[config.mk]
export PLATFORM = sky130hd
export DESIGN_NAME = vigenere_stream_engine_flat
export DESIGN_NICKNAME = d
export VERILOG_FILES = /design/src/rtl/vigenere_stream_engine_if.sv /design/src/rtl/vigenere_stream_engine.sv /design/src/flat_wrapper.sv
export SDC_FILE = /design/constraint.sdc
export NUM_CORES = 1
export LEC_CHECK = 0
export BUFFER_PORTS_ARGS = -buffer_cell sky130_fd_sc_hd__buf_2
export CORE_AREA = 2 2 158 160
export DETAILED_ROUTE_END_ITERATION = 16
export DIE_AREA = 0 0 160 162
export SLEW_MARGIN = 5
export SYNTH_ARGS = -nofsm -noshare
export SYNTH_HDL_FRONTEND = slang
export SYNTH_SLANG_ARGS = --single-unit
export TNS_END_PERCENT = 30
[constraint.sdc]
create_clock -name clk -period 11.9 [get_ports clk]
set_input_delay 1.19 -clock clk [delete_from_list [all_inputs] [get_ports clk]]
set_output_delay 1.19 -clock clk [all_outputs]
set_load 0.05 [all_outputs]
[src/rtl/vigenere_stream_engine_if.sv]
// ---------------------------------------------------------------------------
// vigenere_stream_engine_if
// Streaming bus for vigenere_stream_engine.
//   key stream : key_valid/key_data/key_last -> key_ready
//   in stream  : in_valid/in_data/in_last/mode -> in_ready
//   out stream : out_valid/out_data/out_last  <- out_ready
//   status     : key_len (loaded key length), key_err (sticky bad key byte),
//                busy (engine not idle)
// Modports: slave = engine side, master = producer/consumer side.
// KEY_MAX must match the engine's KEY_MAX so key_len widths agree.
// ---------------------------------------------------------------------------
interface vigenere_stream_engine_if #(
  parameter int KEY_MAX = 16
);
  localparam int LEN_W = $clog2(KEY_MAX + 1);

  logic             mode;
  logic             key_valid;
  logic [7:0]       key_data;
  logic             key_last;
  logic             key_ready;
  logic             in_valid;
  logic [7:0]       in_data;
  logic             in_last;
  logic             in_ready;
  logic             out_valid;
  logic [7:0]       out_data;
  logic             out_last;
  logic             out_ready;
  logic [LEN_W-1:0] key_len;
  logic             key_err;
  logic             busy;

  modport slave (
    input  mode, key_valid, key_data, key_last, in_valid, in_data, in_last, out_ready,
    output key_ready, in_ready, out_valid, out_data, out_last, key_len, key_err, busy
  );

  modport master (
    output mode, key_valid, key_data, key_last, in_valid, in_data, in_last, out_ready,
    input  key_ready, in_ready, out_valid, out_data, out_last, key_len, key_err, busy
  );
endinterface

[src/rtl/vigenere_stream_engine.sv]
// ---------------------------------------------------------------------------
// vigenere_stream_engine
// Byte-serial Vigenere encrypt/decrypt engine with a runtime-loaded key and a
// small output FIFO.
// Ports:
//   clk  - rising-edge clock
//   rst  - asynchronous active-high reset
//   bus  - vigenere_stream_engine_if.slave (key / in / out streams + status)
// Parameters:
//   KEY_MAX    - maximum key length in bytes (>=1)
//   FIFO_DEPTH - output FIFO entries (power of 2, >=2)
// Optional feature macro: VIGENERE_PRESERVE_CASE_EN
//   defined   -> lowercase input letters produce lowercase output
//   undefined -> all letters are emitted uppercase
// ---------------------------------------------------------------------------
module vigenere_stream_engine #(
  parameter int KEY_MAX    = 16,
  parameter int FIFO_DEPTH = 4
) (
  input logic                     clk,
  input logic                     rst,
  vigenere_stream_engine_if.slave bus
);
  localparam int LEN_W = $clog2(KEY_MAX + 1);
  localparam int IDX_W = (KEY_MAX > 1) ? $clog2(KEY_MAX) : 1;
  localparam int PTR_W = $clog2(FIFO_DEPTH);
  localparam int CNT_W = $clog2(FIFO_DEPTH + 1);

  typedef enum logic [1:0] {S_IDLE, S_RUN, S_DRAIN} state_t;

  state_t           state_q, state_d;
  logic [IDX_W-1:0] wr_idx_q, wr_idx_d;
  logic [IDX_W-1:0] ki_q, ki_d;
  logic [LEN_W-1:0] key_len_q, key_len_d;
  logic             key_err_q, key_err_d;
  logic             key_ready_q, key_ready_d;
  logic             in_ready_q, in_ready_d;
  logic             busy_q, busy_d;
  logic [PTR_W-1:0] rd_ptr_q, rd_ptr_d;
  logic [PTR_W-1:0] wr_ptr_q, wr_ptr_d;
  logic [CNT_W-1:0] count_q, count_d;

  // Key stored as pre-computed shift amounts (0..25).
  logic [4:0] key_mem [KEY_MAX];
  // FIFO entry: {last, data}
  logic [8:0] fifo_mem [FIFO_DEPTH];

  // ---------------- key byte decode ----------------
  logic       key_lower, key_letter, key_we;
  logic [7:0] key_up;
  logic [4:0] key_shift;

  always_comb begin
    key_lower  = bus.key_data inside {[8'h61:8'h7A]};
    key_up     = key_lower ? (bus.key_data - 8'd32) : bus.key_data;
    key_letter = key_up inside {[8'h41:8'h5A]};
    // 'A'..'Z' have low five bits 1..26, so subtracting 1 yields the shift.
    key_shift  = key_letter ? (key_up[4:0] - 5'd1) : 5'd0;
    key_we     = key_ready_q && bus.key_valid;
  end

  // ---------------- message byte transform ----------------
  logic       in_lower, in_letter;
  logic [7:0] in_up, xform;
  logic [5:0] p_val, k_val, sum, res;

  always_comb begin
    in_lower  = bus.in_data inside {[8'h61:8'h7A]};
    in_up     = in_lower ? (bus.in_data - 8'd32) : bus.in_data;
    in_letter = in_up inside {[8'h41:8'h5A]};
    p_val     = in_up[5:0] - 6'd1;
    k_val     = {1'b0, key_mem[ki_q]};
    // Both forms stay within 0..51, so a single conditional subtract is a full mod 26.
    sum       = bus.mode ? (p_val + 6'd26 - k_val) : (p_val + k_val);
    res       = (sum >= 6'd26) ? (sum - 6'd26) : sum;
    xform     = bus.in_data;
    if (in_letter) begin
`ifdef VIGENERE_PRESERVE_CASE_EN
      xform = (in_lower ? 8'h61 : 8'h41) + {2'b00, res};
`else
      xform = 8'h41 + {2'b00, res};
`endif
    end
  end

  // ---------------- control ----------------
  logic push, pop;

  always_comb begin
    state_d   = state_q;
    wr_idx_d  = wr_idx_q;
    ki_d      = ki_q;
    key_len_d = key_len_q;
    key_err_d = key_err_q;
    rd_ptr_d  = rd_ptr_q;
    wr_ptr_d  = wr_ptr_q;
    count_d   = count_q;

    // in_ready_q is only ever high in RUN, so this is the accept condition.
    push = bus.in_valid && in_ready_q;
    pop  = (count_q != '0) && bus.out_ready;

    if (push) wr_ptr_d = wr_ptr_q + 1'b1;
    if (pop)  rd_ptr_d = rd_ptr_q + 1'b1;
    unique case ({push, pop})
      2'b10:   count_d = count_q + 1'b1;
      2'b01:   count_d = count_q - 1'b1;
      default: count_d = count_q;
    endcase

    unique case (state_q)
      S_IDLE: begin
        if (bus.key_valid) begin
          // A load starts at wr_idx 0; that first byte resets the error flag.
          key_err_d = ((wr_idx_q == '0) ? 1'b0 : key_err_q) | ~key_letter;
          if (bus.key_last || (wr_idx_q == IDX_W'(KEY_MAX - 1))) begin
            key_len_d = LEN_W'(wr_idx_q) + LEN_W'(1);
            wr_idx_d  = '0;
            state_d   = S_RUN;
          end else begin
            wr_idx_d = wr_idx_q + 1'b1;
          end
        end else if (bus.in_valid && (key_len_q != '0)) begin
          // Reuse the stored key; the byte is taken once RUN raises in_ready.
          wr_idx_d = '0;
          state_d  = S_RUN;
        end
      end
      S_RUN: begin
        if (push) begin
          if (in_letter) begin
            ki_d = (LEN_W'(ki_q) == key_len_q - LEN_W'(1)) ? '0 : ki_q + 1'b1;
          end
          if (bus.in_last) state_d = S_DRAIN;
        end
      end
      S_DRAIN: begin
        // No pushes here, so count_d==0 means the final byte leaves this edge.
        if (count_d == '0) begin
          ki_d    = '0;
          state_d = S_IDLE;
        end
      end
      default: state_d = S_IDLE;
    endcase

    key_ready_d = (state_d == S_IDLE);
    in_ready_d  = (state_d == S_RUN) && (count_d < CNT_W'(FIFO_DEPTH));
    busy_d      = (state_d != S_IDLE);
  end

  always_ff @(posedge clk or posedge rst) begin
    if (rst) begin
      state_q     <= S_IDLE;
      wr_idx_q    <= '0;
      ki_q        <= '0;
      key_len_q   <= '0;
      key_err_q   <= 1'b0;
      key_ready_q <= 1'b1;
      in_ready_q  <= 1'b0;
      busy_q      <= 1'b0;
      rd_ptr_q    <= '0;
      wr_ptr_q    <= '0;
      count_q     <= '0;
    end else begin
      state_q     <= state_d;
      wr_idx_q    <= wr_idx_d;
      ki_q        <= ki_d;
      key_len_q   <= key_len_d;
      key_err_q   <= key_err_d;
      key_ready_q <= key_ready_d;
      in_ready_q  <= in_ready_d;
      busy_q      <= busy_d;
      rd_ptr_q    <= rd_ptr_d;
      wr_ptr_q    <= wr_ptr_d;
      count_q     <= count_d;
    end
  end

  // Storage arrays carry no reset; key_len and count gate their contents.
  always_ff @(posedge clk) begin
    if (key_we) key_mem[wr_idx_q] <= key_shift;
    if (push)   fifo_mem[wr_ptr_q] <= {bus.in_last, xform};
  end

  assign bus.key_ready = key_ready_q;
  assign bus.in_ready  = in_ready_q;
  assign bus.out_valid = (count_q != '0);
  assign bus.out_data  = (count_q != '0) ? fifo_mem[rd_ptr_q][7:0] : 8'h00;
  assign bus.out_last  = (count_q != '0) ? fifo_mem[rd_ptr_q][8] : 1'b0;
  assign bus.key_len   = key_len_q;
  assign bus.key_err   = key_err_q;
  assign bus.busy      = busy_q;
endmodule

[src/flat_wrapper.sv]
// flat-port wrapper written by rule: the top's interface ports become plain ports
module vigenere_stream_engine_flat 
#(
  parameter int KEY_MAX    = 16,
  parameter int FIFO_DEPTH = 4
)
  (clk, rst, bus_mode, bus_key_valid, bus_key_data, bus_key_last, bus_in_valid, bus_in_data, bus_in_last, bus_out_ready, bus_key_ready, bus_in_ready, bus_out_valid, bus_out_data, bus_out_last, bus_key_len, bus_key_err, bus_busy);
  vigenere_stream_engine_if #(.KEY_MAX(KEY_MAX)) bus_i ();
  input logic clk;
  input logic rst;
  input wire logic [$bits(bus_i.mode)-1:0] bus_mode;
  input wire logic [$bits(bus_i.key_valid)-1:0] bus_key_valid;
  input wire logic [$bits(bus_i.key_data)-1:0] bus_key_data;
  input wire logic [$bits(bus_i.key_last)-1:0] bus_key_last;
  input wire logic [$bits(bus_i.in_valid)-1:0] bus_in_valid;
  input wire logic [$bits(bus_i.in_data)-1:0] bus_in_data;
  input wire logic [$bits(bus_i.in_last)-1:0] bus_in_last;
  input wire logic [$bits(bus_i.out_ready)-1:0] bus_out_ready;
  output wire logic [$bits(bus_i.key_ready)-1:0] bus_key_ready;
  output wire logic [$bits(bus_i.in_ready)-1:0] bus_in_ready;
  output wire logic [$bits(bus_i.out_valid)-1:0] bus_out_valid;
  output wire logic [$bits(bus_i.out_data)-1:0] bus_out_data;
  output wire logic [$bits(bus_i.out_last)-1:0] bus_out_last;
  output wire logic [$bits(bus_i.key_len)-1:0] bus_key_len;
  output wire logic [$bits(bus_i.key_err)-1:0] bus_key_err;
  output wire logic [$bits(bus_i.busy)-1:0] bus_busy;
  assign bus_i.mode = bus_mode;
  assign bus_i.key_valid = bus_key_valid;
  assign bus_i.key_data = bus_key_data;
  assign bus_i.key_last = bus_key_last;
  assign bus_i.in_valid = bus_in_valid;
  assign bus_i.in_data = bus_in_data;
  assign bus_i.in_last = bus_in_last;
  assign bus_i.out_ready = bus_out_ready;
  assign bus_key_ready = bus_i.key_ready;
  assign bus_in_ready = bus_i.in_ready;
  assign bus_out_valid = bus_i.out_valid;
  assign bus_out_data = bus_i.out_data;
  assign bus_out_last = bus_i.out_last;
  assign bus_key_len = bus_i.key_len;
  assign bus_key_err = bus_i.key_err;
  assign bus_busy = bus_i.busy;
  vigenere_stream_engine #(.KEY_MAX(KEY_MAX), .FIFO_DEPTH(FIFO_DEPTH)) u_core (.clk(clk), .rst(rst), .bus(bus_i));
endmodule
==> results.json, run 1 <==
{
  "vdd_drop_max_mv": 0.106,
  "grt_first_pass_wirelength_microns": 23800,
  "dp.cells": 865,
  "rsz0062_at_grt": "false",
  "setup_viol": 0,
  "port_buffers": 42,
  "cp_max_fo": 24,
  "drt_first_iter_violations": 243,
  "num-fill-cells": 2362,
  "powerDensity_nw_per_um2": 243,
  "r2r_cells": 16,
  "start_util_pct": 29.8,
  "cts_sinks": 142,
  "die_h_microns": 162,
  "synth-main-ff-cell": "edfxtp_1",
  "synthArstFlopShare_pct": 18.3,
  "cts_hold_buf": 0,
  "die_area_sq_um": 25900,
  "crit_type": "reg -> reg",
  "slew_violations": 0,
  "drive_gt1_share_pct": 20.1,
  "report.power.total_mw": 2.02,
  "synth_nets": 582,
  "synth-edff-count": 116,
  "cts_tree": "yes",
  "dp_hpwl_microns": 10400,
  "firstDrtPassIters": 4,
  "cts_root_buf": "clkbuf_16",
  "wl_microns": 14600,
  "fmax_ghz": 0.178,
  "grt_pass1_vias": 4516,
  "yosys_warnings": 0,
  "grt-ovfl-total": 0,
  "antenna_found_initial": 0,
  "relSlewSlack_pct": 21.6,
  "yosys-top-cells-area": "edfxtp_1, mux4_2, dfrtp_1",
  "grt_max_degree": 27,
  "arrival_ns": 5.77,
  "fin_crit_ns": 5.61,
  "combPwrFrac_pct": 41.7,
  "p_seq_share_pct": 33.0,
  "clk_pin_slew_worst_paths_ns": 0.06,
  "p_int_mw": 1.25,
  "nets": 623,
  "rows": 57,
  "clockPowerShare_pct": 25.4,
  "cp-end-kind": "register",
  "syn_area_sq_um": 7190,
  "status": "complete, no violations",
  "pin_count": 43,
  "ys_seq_area_share_pct": 57.5,
  "grt_use_total_pct": 11.9,
  "postCtsSetupRepairBufs": 0,
  "maxCapViolCount": 0,
  "clk_latency_ns": 0.43,
  "syn-mean-instance-area_sq_um": 13.9,
  "routedWlPerCell_microns": 16.3,
  "synth.top_cell.area_share_pct": 48.4,
  "swShare_pct": 38.0,
  "critical_path_required_ns": 12.06,
  "vias": 4256,
  "power.leakage_nw": 3.08,
  "critPathLaunchType": "register",
  "finalClockSkew_ns": 0.0118,
  "finalCritPeriodShare_pct": 47.1,
  "min-delay-path-class": "reg -> reg",
  "synth-seq-cells": 142,
  "drc": 0,
  "h-tree-depth": 4,
  "hold_violations": 0,
  "drt-vias-per-instance": 4.74,
  "p_sw_uw": 767,
  "holdPathStages": 1,
  "gp_congestion": 0.797,
  "n_antenna_cell": 0,
  "finalSetupTns_ns": 0,
  "instances_no_fill": 897,
  "worst_slew_pin_slew_ns": 1.17,
  "clockBufferDepth": 2,
  "yosysTopAreaCell": "edfxtp_1",
  "synth.distinct_cells": 57,
  "coreArea_sq_um": 24100,
  "layout_common_cells": "edfxtp_1, buf_2, inv_1",
  "layout_commonest_cell": "edfxtp_1",
  "synthToLayoutAreaGrowth_pct": 15.4,
  "die_w_microns": 160,
  "synthCells": 519,
  "antenna_left": 0,
  "cts_buffers": 17,
  "cts_resized": 0
}
==> kinds of logic after synthesis <==
group | count (synthesis) | share of synthesized area [%]
xor+xnor | 27 | 3.29
flops | 142 | 57.5
mux | 43 | 11.9
fa+ha+maj | 39 | 7.10
simple gates | 139 | 10.5
compound gates | 70 | 6.38
buf+inv | 59 | 3.30
==> metal layers <==
metal,vias up,track usage [%],part of all wire (%),wire length [microns]
met2,100,19.7,49,7110
li1,2018,-,-,-
met4,0,3.69,1.4,199
met3,16,3.22,4.6,675
met5,-,0,0,0
met1,2122,15.2,45,6640
==> cell usage after synthesis, drive strengths merged (4+ instances only) <==
cell type / count
a211o: 6
a21oi: 16
a31oi: 4
and2: 28
and3: 7
buf: 6
clkbuf: 16
dfrtp: 25
edfxtp: 116
ha: 36
inv: 37
mux2i: 6
mux4: 34
nand2: 29
nand2b: 11
nand3: 8
nor2: 19
nor2b: 6
nor3: 12
nor3b: 5
o21ai: 21
xnor2: 15
xor2: 12
==> sequential cells by signal, indices dropped and copies added (netlist names) <==
name                  flops
u_core.fifo_mem          36
u_core.bus.key_ready      1
u_core.count_q            3
u_core.rd_ptr_q           2
u_core.wr_ptr_q           2
u_core.bus.in_ready       1
u_core.ki_q               4
u_core.key_mem           80
u_core.bus.key_err        1
u_core.bus.key_len        5
u_core.wr_idx_q           4
u_core.state_q            2
u_core.bus.busy           1
==> path summary, 6_finish.rpt <==
kind	startpoint	end	slack (ns)
hold reg to reg	u_core.count_q[2]	u_core.count_q[2]	0.51
min in group asynchronous	rst	u_core.ki_q[0]	1.00
setup / recovery	u_core.ki_q[1]	u_core.fifo_mem[0][2]	6.29
max in group asynchronous	rst	u_core.rd_ptr_q[0]	10.29
hold / removal	u_core.count_q[2]	u_core.count_q[2]	0.51
setup reg to reg	u_core.ki_q[1]	u_core.fifo_mem[0][2]	6.29
==> worst max-delay path: stages, from the launching register on <==
cell and delay (ns):
dfrtp_1 1.06, mux4_2 0.42, mux4_2 0.53, ha_1 0.33, inv_1 0.05, ha_1 0.22
fa_1 0.40, xor2_1 0.17, a221o_1 0.36, or3_4 0.41, and2_4 0.17, and2_4 0.16
nor2_1 0.13, xnor2_1 0.09, ha_1 0.23, and3_1 0.15, o31ai_1 0.44
==> area by class of cell <==
class | count | area (sq um) | share of cell area (%)
repair buffers | 44 | 225 | 2.71
well taps | 324 | 405 | 4.88
clock buffers | 19 | 433 | 5.21
inverters | 37 | 139 | 1.67
flip-flops and latches | 142 | 4140 | 49.8
multi-input cells | 318 | 2830 | 34.0
clock inverters | 13 | 139 | 1.67
==> power groups by stage <==
stage	clock, mW	sequential [mW]	combinational (mW)
floorplan	0	0.683	0.656
finish	0.513	0.666	0.842
global placement	0	0.674	0.823
detailed placement	0	0.678	0.844
CTS	0.523	0.668	0.849
global route	0.547	0.676	0.928
==> through the flow <==
step / setup slack, ns / hold slack [ns] / area, sq um / util, %
2_1_floorplan: 6.38 / 0.466 / 7190 / -
3_3_place_gp: 6.50 / 0.480 / 7730 / 32.1
3_5_place_dp: 6.37 / 0.502 / 7730 / 32.1
4_1_cts: 6.32 / 0.514 / 8300 / 34.4
5_1_grt: 6.03 / 0.528 / 8300 / 34.4
6_report: 6.29 / 0.508 / 8300 / 34.4
No activity file was read; power rests on OpenSTA's default activity.
==> inputs of run 2 (changes only) <==
- clock period: 11.9 -> 4.8 ns (I/O delays scaled with it)
==> run 2 against run 1 <==
Net effect:
- clock skew is 0.0046 ns higher
- critical path type unchanged
- utilization is 1.2 points higher
- clock-buffer cell count down 2
- die area unchanged
- sequential share of layout area decreased by 1.7 points
- wire length up 1.6%
- sequential power grew 140%
- hold slack lost 0.22 ns
- highest routed layer unchanged
- final area grew 3.5%
- cell count increased by 2.2%
==> results.json, run 2 (same netlist as run 1, synthesis figures left out) <==
{
  "status": "complete, no violations",
  "clk_pin_slew_worst_paths_ns": 0.06,
  "maxCapViolCount": 0,
  "pin_count": 43,
  "port_buffers": 42,
  "wl_microns": 14800,
  "crit_type": "reg -> reg",
  "drc": 0,
  "clockBufferDepth": 2,
  "antenna_found_initial": 0,
  "post-route-util_pct": 35.6,
  "grt_use_total_pct": 11.9,
  "start_util_pct": 29.8,
  "whs_ns": 0.289,
  "layout_commonest_cell": "edfxtp_1",
  "power.leakage_nw": 3.22,
  "synthToLayoutAreaGrowth_pct": 19.4,
  "cts_sinks": 142,
  "firstDrtPassIters": 4,
  "slowest_delay_ns": 0.53,
  "report.power.total_mw": 5.31,
  "fin_crit_ns": 4.78,
  "arrival_ns": 4.95,
  "vdd_drop_max_mv": 0.269,
  "coreArea_sq_um": 24100,
  "fmax_ghz": 0.209,
  "rows": 57,
  "die_h_microns": 162,
  "cp_max_fo": 7,
  "cts_root_buf": "clkbuf_16",
  "h-tree-depth": 4,
  "critPathLaunchType": "register",
  "regMostFlops": "u_core.key_mem",
  "die_area_sq_um": 25900,
  "drt_first_iter_violations": 218,
  "grt-ovfl-total": 0,
  "critPathBufInv": 2,
  "placed_area_sq_um": 7880,
  "drt-vias-per-instance": 4.71,
  "worst_slew_pin_slew_ns": 1.21,
  "routedWlPerCell_microns": 16.2,
  "dp_hpwl_microns": 10900,
  "setup_viol": 0,
  "slew_violations": 0,
  "antenna_left": 0,
  "finalClockSkew_ns": 0.0164,
  "layout_common_cells": "edfxtp_1, buf_2, inv_1",
  "cp_cell_sequence": "buf_12 > mux4_2 > mux4_2 > ha_4 > inv_2 > ha_4 > fa_2 > xor2_1 > a221o_1 > or3_4 > and2_4 > and2_4 > nor2_4 > xnor2_2 > ha_2 > mux2_4",
  "finalInstanceArea_sq_um": 8590,
  "cp-end-kind": "register",
  "critical_path_required_ns": 4.97,
  "multi_input_area_sq_um": 2950,
  "num-fill-cells": 2391,
  "powerDensity_nw_per_um2": 619,
  "crit_path_top_delay_cell": "mux4_2",
  "gp_congestion": 0.858,
  "die_w_microns": 160,
  "vias": 4316,
  "n_antenna_cell": 0,
  "relSlewSlack_pct": 19.0,
  "finalCritPeriodShare_pct": 99.5,
  "cts_buffers": 17,
  "largest_register_ffs": 80,
  "final-seq-area_sq_um": 4140,
  "hold_violations": 0,
  "nets": 643,
  "grt_first_pass_wirelength_microns": 24100,
  "cts_tree": "yes",
  "grt_pass1_vias": 4555,
  "clk_latency_ns": 0.43,
  "path_delay_family": "multiplexers",
  "rsz0062_at_grt": "true",
  "drive_gt1_share_pct": 26.5,
  "grt_max_degree": 27,
  "min-delay-path-class": "in -> reg"
}
[run 2: cell types whose count changed in the layout (fill, tap and decap cells not counted), sizes merged]
cell      delta
clkinvlp     -4
bufinv       -2
clkinv       +3
inv          +5
buf         +20
clkbuf       -2
[run 2: area by class of cell]
type	instances	share of cell area, %
repair buffers	64	4.71
well taps	324	4.72
clock buffers	17	4.95
flip-flops and latches	142	48.1
inverters	37	1.62
multi-input cells	318	34.4
clock inverters	15	1.47
[run 2: metal layers]
| layer | wire length, microns | track usage, % | vias up |
|---|---|---|---|
| met5 | 0 | 0 | - |
| met2 | 7630 | 21.0 | 90 |
| li1 | - | - | 2067 |
| met1 | 6570 | 14.6 | 2151 |
| met3 | 539 | 2.66 | 8 |
| met4 | 112 | 3.56 | 0 |
[run 2: report_power, final]
| group | switching (mW) | total (mW) | internal, mW |
|---|---|---|---|
| Sequential | 0.146 | 1.63 | 1.49 |
| Combinational | 1.37 | 2.45 | 1.07 |
| Clock | 0.555 | 1.23 | 0.679 |
| Total | 2.07 | 5.31 | 3.24 |
[run 2: through the flow]
| step | setup slack [ns] | setup TNS [ns] | cells |
|---|---|---|---|
| floorplan | -0.0180 | -0.0721 | 519 |
| global placement | 0.0302 | 0 | 879 |
| detailed placement | -0.0913 | -1.03 | 879 |
| CTS | 0.0166 | 0 | 914 |
| global route | -0.0862 | -0.789 | 917 |
| finish | 0.0225 | 0 | 917 |
[run 2: worst paths after layout]
kind / startpoint / endpoint / slack, ns / depth (start not counted)
worst max-delay path: u_core.ki_q[0] / u_core.fifo_mem[0][1] / 0.02 / 16
worst min-delay path: bus_in_last / u_core.fifo_mem[1][8] / 0.29 / 1
worst max register to register: u_core.ki_q[0] / u_core.fifo_mem[0][1] / 0.02 / 16
worst min register to register: u_core.bus.key_err / u_core.bus.key_err / 0.51 / 1
max in group asynchronous: rst / u_core.count_q[2] / 3.88 / 2
min in group asynchronous: rst / u_core.bus.key_len[3] / 0.30 / 2
[run 2: worst reg2reg max path, cell delays in order, from the launching register on]
cell     delay (ns)
dfrtp_1        0.39
buf_12         0.15
mux4_2         0.50
mux4_2         0.53
ha_4           0.30
inv_2          0.04
ha_4           0.15
fa_2           0.35
xor2_1         0.16
a221o_1        0.37
or3_4          0.42
and2_4         0.16
and2_4         0.17
nor2_4         0.13
xnor2_2        0.12
ha_2           0.28
mux2_4         0.29
[run 2: timing repair]
item                                    CTS  global route
endpoints found under the setup margin   20            20
pin swaps                                 6            10
setup buffers                             3             3
resized for setup                         4            16
cloned                                    0             0
hold buffers                              0             0
==> inputs of run 3 (changes only) <==
- clock period: 4.8 -> 4.2 ns (I/O delays scaled with it)
==> run 3 against run 2 <==
Net effect:
- the flow now finishes with violations (negative setup slack)
- final area is 2.4% higher
- utilization is 0.86 points higher
- fmax is 2.2% higher
- setup slack worse by 0.50 ns
- clock skew is 0.0026 ns lower
- wire length is 3.0% higher
- flip-flop and latch count stayed put
- sequential power is 15% higher
- die area stayed put
- cell count is 2.5% higher
==> results.json, run 3 (same netlist as run 1, synthesis figures left out) <==
{
  "cp-end-kind": "register",
  "setup_viol": 20,
  "die_area_sq_um": 25900,
  "vdd_drop_max_mv": 0.365,
  "firstDrtPassIters": 6,
  "largest_register_ffs": 80,
  "powerDensity_nw_per_um2": 716,
  "power.leakage_nw": 3.34,
  "grt_use_met1_pct": 14.9,
  "dp_hpwl_microns": 11300,
  "antenna_left": 0,
  "die_w_microns": 160,
  "finalCritPeriodShare_pct": 111,
  "grt_first_pass_wirelength_microns": 24800,
  "cts_root_buf": "clkbuf_16",
  "cts_tree": "yes",
  "drt-vias-per-instance": 4.72,
  "cts_sinks": 142,
  "fin_crit_ns": 4.67,
  "routedWlPerCell_microns": 16.3,
  "arrival_ns": 4.84,
  "nets": 666,
  "cp_max_fo": 10,
  "post-route-util_pct": 36.5,
  "min-delay-path-class": "in -> reg",
  "critPathLaunchType": "register",
  "violations": "negative setup slack",
  "synthToLayoutAreaGrowth_pct": 22.2,
  "grt_max_degree": 27,
  "h-tree-depth": 4,
  "clockBufferDepth": 2,
  "drc": 0,
  "port_buffers": 42,
  "cts_buffers": 17,
  "grt-ovfl-total": 0,
  "relSlewSlack_pct": 19.5,
  "layout_commonest_cell": "edfxtp_1",
  "r2r_cells": 17,
  "slew_violations": 0,
  "instances_no_fill": 940,
  "start_util_pct": 29.8,
  "gp_congestion": 0.799,
  "coreArea_sq_um": 24100,
  "holdPathStages": 1,
  "vias": 4436,
  "hold_violations": 0,
  "drive_gt1_share_pct": 29.1,
  "drt_first_iter_violations": 327,
  "worst_slew_pin_slew_ns": 1.20,
  "dp.cells": 900,
  "grt_use_total_pct": 12.2,
  "antenna_found_initial": 0,
  "critical_path_required_ns": 4.36,
  "rsz0062_at_grt": "true",
  "fmax_ghz": 0.214,
  "cts_hold_buf": 0,
  "n_antenna_cell": 0,
  "finalClockSkew_ns": 0.0139,
  "setup_slack_ns": -0.473,
  "maxCapViolCount": 0,
  "grt_pass1_vias": 4683,
  "crit_type": "reg -> reg",
  "regMostFlops": "u_core.key_mem",
  "clk_pin_slew_worst_paths_ns": 0.06,
  "clk_latency_ns": 0.42,
  "layout_common_cells": "edfxtp_1, buf_2, buf_4",
  "wl_microns": 15300,
  "global_route.usage.met3_pct": 3.17,
  "die_h_microns": 162,
  "status": "finished, violations left",
  "met2_usage_pct": 21.3,
  "busiest_layer": "met2",
  "rows": 57,
  "pin_count": 43
}
run 3: per-layer routing:
| metal | wire length, microns | part of all wire, % | up-vias |
|---|---|---|---|
| met5 | 0 | 0 | - |
| met4 | 172 | 1.1 | 0 |
| met3 | 568 | 3.7 | 15 |
| met2 | 7860 | 51 | 99 |
| met1 | 6690 | 44 | 2209 |
| li1 | - | - | 2113 |
run 3: critical path, cell delays in order, from the launching register on:
cell and delay [ns]:
dfrtp_1 0.37, buf_12 0.15, mux4_2 0.51, mux4_2 0.53, ha_4 0.30, inv_2 0.04, ha_4 0.15, fa_2 0.37
xor2_1 0.15, a221o_1 0.33, or3_4 0.34, buf_6 0.13, a211o_1 0.27, mux2i_1 0.14, a221o_1 0.20, buf_6 0.12
o2111a_1 0.22, o31ai_4 0.09
run 3: what timing repair did:
action / in CTS / in global routing
setup endpoints to repair: 20 / 20
resized for setup: 4 / 15
buffers inserted: 4 / 4
pin swaps: 2 / 4
run 3: final timing paths:
check                              startpoint  slack, ns                     to
hold / removal                 bus_in_data[7]       0.23  u_core.fifo_mem[1][7]
setup / recovery               u_core.ki_q[0]      -0.47  u_core.fifo_mem[0][4]
max in group asynchronous                 rst       3.35     u_core.wr_idx_q[0]
min in group asynchronous                 rst       0.24      u_core.state_q[0]
hold reg to reg            u_core.bus.key_err       0.50     u_core.bus.key_err
setup reg to reg               u_core.ki_q[0]      -0.47  u_core.fifo_mem[0][4]
run 3: metrics by stage:
| stage | cell area, sq um | hold WS, ns | setup slack, ns | TNS (ns) | total power, mW |
|---|---|---|---|---|---|
| 2_1_floorplan | 7270 | 0.459 | -0.491 | -8.02 | 3.87 |
| 3_3_place_gp | 8080 | 0.480 | -0.377 | -6.99 | 4.57 |
| 3_5_place_dp | 8080 | 0.482 | -0.490 | -8.68 | 4.66 |
| 4_1_cts | 8690 | 0.226 | -0.484 | -8.23 | 6.17 |
| 5_1_grt | 8790 | 0.228 | -0.613 | -10.68 | 6.69 |
| 6_report | 8790 | 0.234 | -0.473 | -7.65 | 6.29 |
run 3: layout make-up:
| cell class | count | area [sq um] |
|---|---|---|
| Sequential cell | 142 | 4140 |
| Tap cell | 324 | 405 |
| Clock inverter | 11 | 101 |
| Inverter | 37 | 139 |
| Timing Repair Buffer | 87 | 593 |
| Multi-Input combinational cell | 318 | 2950 |
| Fill cell | 2325 | 15300 |
| Clock buffer | 21 | 472 |
run 3: power by group:
part	switching (mW)	leakage, nW	internal [mW]
clock	0.572	0.285	0.872
sequential	0.168	1.38	1.70
combinational	1.61	1.67	1.37
total	2.35	3.34	3.94
